File: config.mk
export PLATFORM = sky130hd
export DESIGN_NAME = clk_div_ctrl
export DESIGN_NICKNAME = d
export VERILOG_FILES = /design/src/rtl/clk_div_ctrl.sv
export SDC_FILE = /design/constraint.sdc
export NUM_CORES = 1
export LEC_CHECK = 0
export ABC_AREA = 1
export BUFFER_PORTS_ARGS = -buffer_cell sky130_fd_sc_hd__buf_2
export CORE_ASPECT_RATIO = 0.8
export CORE_UTILIZATION = 38
export CTS_BUF_LIST = sky130_fd_sc_hd__clkbuf_8
export CTS_CLUSTER_DIAMETER = 120
export DETAILED_ROUTE_END_ITERATION = 16
export GPL_TIMING_DRIVEN = 0
export PLACE_DENSITY = 0.62
export SYNTH_ARGS = -nofsm -noshare
export SYNTH_HDL_FRONTEND = slang
export SYNTH_SLANG_ARGS = --single-unit
File: constraint.sdc
create_clock -name clk -period 3.5 [get_ports clk]
set_clock_uncertainty 0.15 [all_clocks]
set_input_delay 0.175 -clock clk [delete_from_list [all_inputs] [get_ports clk]]
set_output_delay 0.175 -clock clk [all_outputs]
set_load 0.02 [all_outputs]
File: src/rtl/clk_div_ctrl.sv
// clk_div_ctrl
//
// Programmable clock-enable / divided-clock controller. An internal
// WIDTH-bit up-counter runs through IDLE -> RUN -> DRAIN -> IDLE phases.
// Each period lasts div_q cycles. The last cycle of a period (the wrap
// cycle) raises a one-cycle `tick`. A registered `div_clk` is high for the
// first ceil(div_q/2) counts of every period. New ratios arrive over a
// valid/ready port into a one-entry pending buffer. They are applied only
// at a period boundary, or while idle, so a period is never truncated.
//
// Handshake: a transfer happens on a rising edge where cfg_valid and
// cfg_ready are both high. cfg_ready is high exactly when the pending
// buffer is empty. A transferred ratio of 0 is dropped, and cfg_err
// pulses for one cycle.
//
// Ports
//   clk        rising-edge clock
//   rst        synchronous active-high reset (overrides every other input)
//   enable     run request (level)
//   cfg_valid  ratio offered
//   cfg_div    offered ratio N
//   cfg_ready  pending buffer empty, ratio can be accepted
//   cfg_err    one-cycle pulse after a zero ratio was accepted
//   running    state is RUN or DRAIN
//   count      current counter value
//   tick       high in the last cycle of each running period
//   div_clk    divided clock, flop output
//   state      current FSM state (0 IDLE, 1 RUN, 2 DRAIN) for observation
module clk_div_ctrl #(
  parameter int WIDTH       = 4,
  parameter int DEFAULT_DIV = 2
) (
  input  logic             clk,
  input  logic             rst,
  input  logic             enable,
  input  logic             cfg_valid,
  input  logic [WIDTH-1:0] cfg_div,
  output logic             cfg_ready,
  output logic             cfg_err,
  output logic             running,
  output logic [WIDTH-1:0] count,
  output logic             tick,
  output logic             div_clk,
  output logic [1:0]       state
);

  typedef enum logic [1:0] {
    ST_IDLE  = 2'd0,
    ST_RUN   = 2'd1,
    ST_DRAIN = 2'd2
  } state_t;

  localparam logic [WIDTH-1:0] DEF_DIV = WIDTH'(DEFAULT_DIV);
  localparam logic [WIDTH-1:0] ONE     = WIDTH'(1);

  state_t           state_q, state_n;
  logic [WIDTH-1:0] count_q, count_n;
  logic [WIDTH-1:0] div_q, div_n;
  logic [WIDTH-1:0] pend_div_q, pend_div_n;
  logic             pend_q, pend_n;
  logic             cfg_err_q, cfg_err_n;
  logic             div_clk_q, div_clk_n;
  logic             accept;
  logic             wrap;
  logic             apply;
  logic [WIDTH:0]   half_n;

  // div_q is never 0, so div_q-1 cannot underflow.
  assign accept = cfg_valid && !pend_q;
  assign wrap   = (state_q != ST_IDLE) && (count_q == div_q - ONE);

  always_comb begin
    state_n    = state_q;
    count_n    = count_q;
    div_n      = div_q;
    pend_n     = pend_q;
    pend_div_n = pend_div_q;
    apply      = 1'b0;

    case (state_q)
      ST_IDLE: begin
        count_n = '0;
        // While idle there is no period to protect, so a pending ratio is
        // loaded at once. This also covers the IDLE->RUN edge.
        apply   = pend_q;
        if (enable) state_n = ST_RUN;
      end
      ST_RUN: begin
        count_n = wrap ? '0 : count_q + ONE;
        apply   = wrap && pend_q;
        if (!enable) state_n = ST_DRAIN;
      end
      ST_DRAIN: begin
        count_n = wrap ? '0 : count_q + ONE;
        apply   = wrap && pend_q;
        if (enable)    state_n = ST_RUN;
        else if (wrap) state_n = ST_IDLE;
      end
      default: begin
        state_n = ST_IDLE;
        count_n = '0;
      end
    endcase

    // apply needs pend_q=1 and accept needs pend_q=0, so at most one fires.
    if (apply) begin
      div_n  = pend_div_q;
      pend_n = 1'b0;
    end
    if (accept && (cfg_div != '0)) begin
      pend_n     = 1'b1;
      pend_div_n = cfg_div;
    end

    cfg_err_n = accept && (cfg_div == '0);

    // Threshold is computed one bit wider so that div_n = 2^WIDTH-1 does
    // not wrap when 1 is added.
    half_n    = ({1'b0, div_n} + {{WIDTH{1'b0}}, 1'b1}) >> 1;
    div_clk_n = (state_n != ST_IDLE) && ({1'b0, count_n} < half_n);
  end

  always_ff @(posedge clk) begin
    if (rst) begin
      state_q    <= ST_IDLE;
      count_q    <= '0;
      div_q      <= DEF_DIV;
      pend_q     <= 1'b0;
      pend_div_q <= '0;
      cfg_err_q  <= 1'b0;
      div_clk_q  <= 1'b0;
    end else begin
      state_q    <= state_n;
      count_q    <= count_n;
      div_q      <= div_n;
      pend_q     <= pend_n;
      pend_div_q <= pend_div_n;
      cfg_err_q  <= cfg_err_n;
      div_clk_q  <= div_clk_n;
    end
  end

  assign cfg_ready = !pend_q;
  assign cfg_err   = cfg_err_q;
  assign running   = (state_q != ST_IDLE);
  assign count     = count_q;
  assign tick      = wrap;
  assign div_clk   = div_clk_q;
  assign state     = state_q;

endmodule

==> flow_summary.ini <==
[floorplan]
coreArea_sq_mm = 0.00254
initial_utilization = 0.413
die_w_microns = 60.8
fp.dieH_microns = 49.0
rows = 16
io_pins = 19
dieArea_sq_mm = 0.00298

[power]
ir_drop_mv = 0.321
power.density_mw_per_mm2 = 440
power_mw = 0.547
p_leak_nw = 0.659

[outcome]
outcome = finished, final reports clean

[hold_path]
holdPathStages = 3
hp-class = input pin to flip-flop

[timing]
fin_ws_ns = 0.731
fin_setup_tns_ns = 0
fmax_ghz = 0.361
rsz0062_at_grt = no
fin_crit_sh = 0.791
fin_crit_ns = 2.77
report.final.setup_viol = 0
maxSlewViolCount = 0
tightest_slew_ns = 0.464
hold_viol = 0
maxSlewHeadroom = 0.691

[cts]
clkTransAtPathRegs_ns = 0.07
tritoncts = yes
htree_levels = 1
clk_latency_ns = 0.25
cts.path.max_buffers = 2
cts.sinks = 17
post_cts_resized = 0
cts_buffers = 3
root_buffer = clkbuf_8
post_cts_buffers = 0

[logic_synthesis]
yosys_warnings = 0
synth_area_sq_mm = 0.00105
yosysUniqueCellTypes = 23
avgSynthCellArea_sq_um = 7.05
syn_inst = 149
seq_area_frac_synth = 0.324
synth.ff_latch_count = 17
syn_nets = 167

[global_routing]
grt_overflow_total = 0
grt_use_total = 0.165
antenna_found_initial = 0
grt_pass1_vias = 900
grt_pass1_wl_microns = 3710
grt_max_degree = 12

[place]
post-dp-hpwl_microns = 1750
dp_slack_ns = 0.715
place_congestion = 0.783
port_buffers = 18
dp.cells = 203

[detailed_routing]
drc = 0
ant_nets = 0
vias = 958
wl_microns = 2070
drt-vias-per-instance = 4.61
drt-wirelength-per-cell_microns = 9.94
drt_iter0_markers = 21
drt-pass1-iter-count = 6

[final_layout]
area_growth_syn_to_layout_pct = 18.5
diodes = 0
fillers = 275
final_cell_mix = 35 x nand2_1, 22 x inv_1, 18 x buf_2
fin_cells = 208
final_core_util = 0.490
drive_gt1_frac = 0.203
nets = 191
layout_commonest_cell = nand2_1

[setup_path]
critPathMaxFanout = 5
cp.required_ns = 3.54
startpoint_type = flip-flop
path_class = flip-flop to flip-flop
cp-end-kind = flip-flop
worst_ep_arrival_time_ns = 2.81
ff2ff_setup_slack_ns = 0.73
rr_worst_depth = 20

[flow_run]
drv_cap = 0
-- report_power, final --
group          switching [mW]  leakage (nW)  total [mW]  internal (mW)
sequential             0.0125         0.139       0.222          0.210
clock                  0.0674        0.0217       0.147         0.0799
combinational           0.115         0.498       0.178         0.0626
-- synthesized netlist by cell type --
master / instances / share of area
a21oi_1: 8 / 0.038
clkbuf_1: 1 / 0.0036
clkinv_1: 1 / 0.0036
dfxtp_1: 17 / 0.32
ha_1: 10 / 0.12
inv_1: 22 / 0.079
inv_2: 1 / 0.0036
nand2_1: 35 / 0.13
nand2_2: 5 / 0.030
nand2_4: 2 / 0.021
nand3_1: 12 / 0.057
nand3_2: 3 / 0.029
nand3b_1: 1 / 0.0071
nand4_1: 1 / 0.0060
nor2_1: 15 / 0.054
nor2_4: 1 / 0.011
nor3_1: 1 / 0.0048
o21ai_0: 4 / 0.019
o21ai_1: 1 / 0.0048
or2_1: 1 / 0.0060
or2_2: 1 / 0.0060
xnor2_1: 2 / 0.017
xor2_1: 4 / 0.033
-- stage by stage --
| stage | hold WS, ns | cell area, sq um |
|---|---|---|
| floorplan | 0.0941 | 1050 |
| global placement | 0.265 | 1190 |
| detailed placement | 0.266 | 1190 |
| CTS | 0.0327 | 1240 |
| global route | 0.0562 | 1240 |
| finish | 0.0405 | 1240 |
-- final timing paths --
check                      from            end
hold / removal       cfg_div[0]  pend_div_q[0]
setup reg to reg       div_q[0]        div_clk
setup / recovery       div_q[0]        div_clk
hold reg to reg   pend_div_q[1]  pend_div_q[1]
-- layout make-up --
cell class | instances | area (sq um) | area share
clock buffer | 3 | 41.3 | 0.0332
buffer | 1 | 3.75 | 0.00302
tap | 36 | 45.0 | 0.0362
clock inverter | 1 | 7.51 | 0.00603
timing repair buffer | 19 | 100 | 0.0804
inverter | 24 | 90.1 | 0.0724
sequential | 17 | 340 | 0.273
multi-input combinational | 107 | 617 | 0.495
-- critical path: stages, from the launching register on --
cell	delay, ns
dfxtp_1	0.37
inv_1	0.07
ha_1	0.30
nand2_1	0.07
clkinv_1	0.05
nor2_1	0.09
nand2_1	0.09
nor2_4	0.13
nand3_2	0.09
nand2_4	0.10
nand2_4	0.07
nand2_1	0.10
nand2_2	0.08
ha_1	0.23
nand3_1	0.09
ha_1	0.24
a21oi_1	0.14
nand2_1	0.06
inv_1	0.05
nand2_1	0.04
nor2_1	0.09
-- metal layers --
metal / global-route usage / share of wire / vias up
met1: 0.219 / 0.50 / 428
met4: 0.0341 / 0.0063 / 0
met3: 0.0398 / 0.052 / 2
met5: 0 / 0 / -
met2: 0.271 / 0.45 / 16
li1: - / - / 512
-- timing repair --
item,in CTS,in global routing
hold buffers,1,0
setup endpoints to repair,0,0
hold endpoints to repair,1,0
-- logic make-up after synthesis --
family	after synthesis	synth area share
and+or+nand+nor	78	0.356
buffers and inverters	25	0.0893
DFF	17	0.324
AOI/OAI and AO/OA	13	0.0619
adders and majority gates	10	0.119
xor gates and xnor gates	6	0.0500
-- flip-flops by register name (all words and copies together), names as in the netlist --
signal and count:
count 4, state 2, div_q 4, cfg_err 1
div_clk 1, pend_q 1, pend_div_q 4
Note: power is estimated with default switching activity, not from simulation.
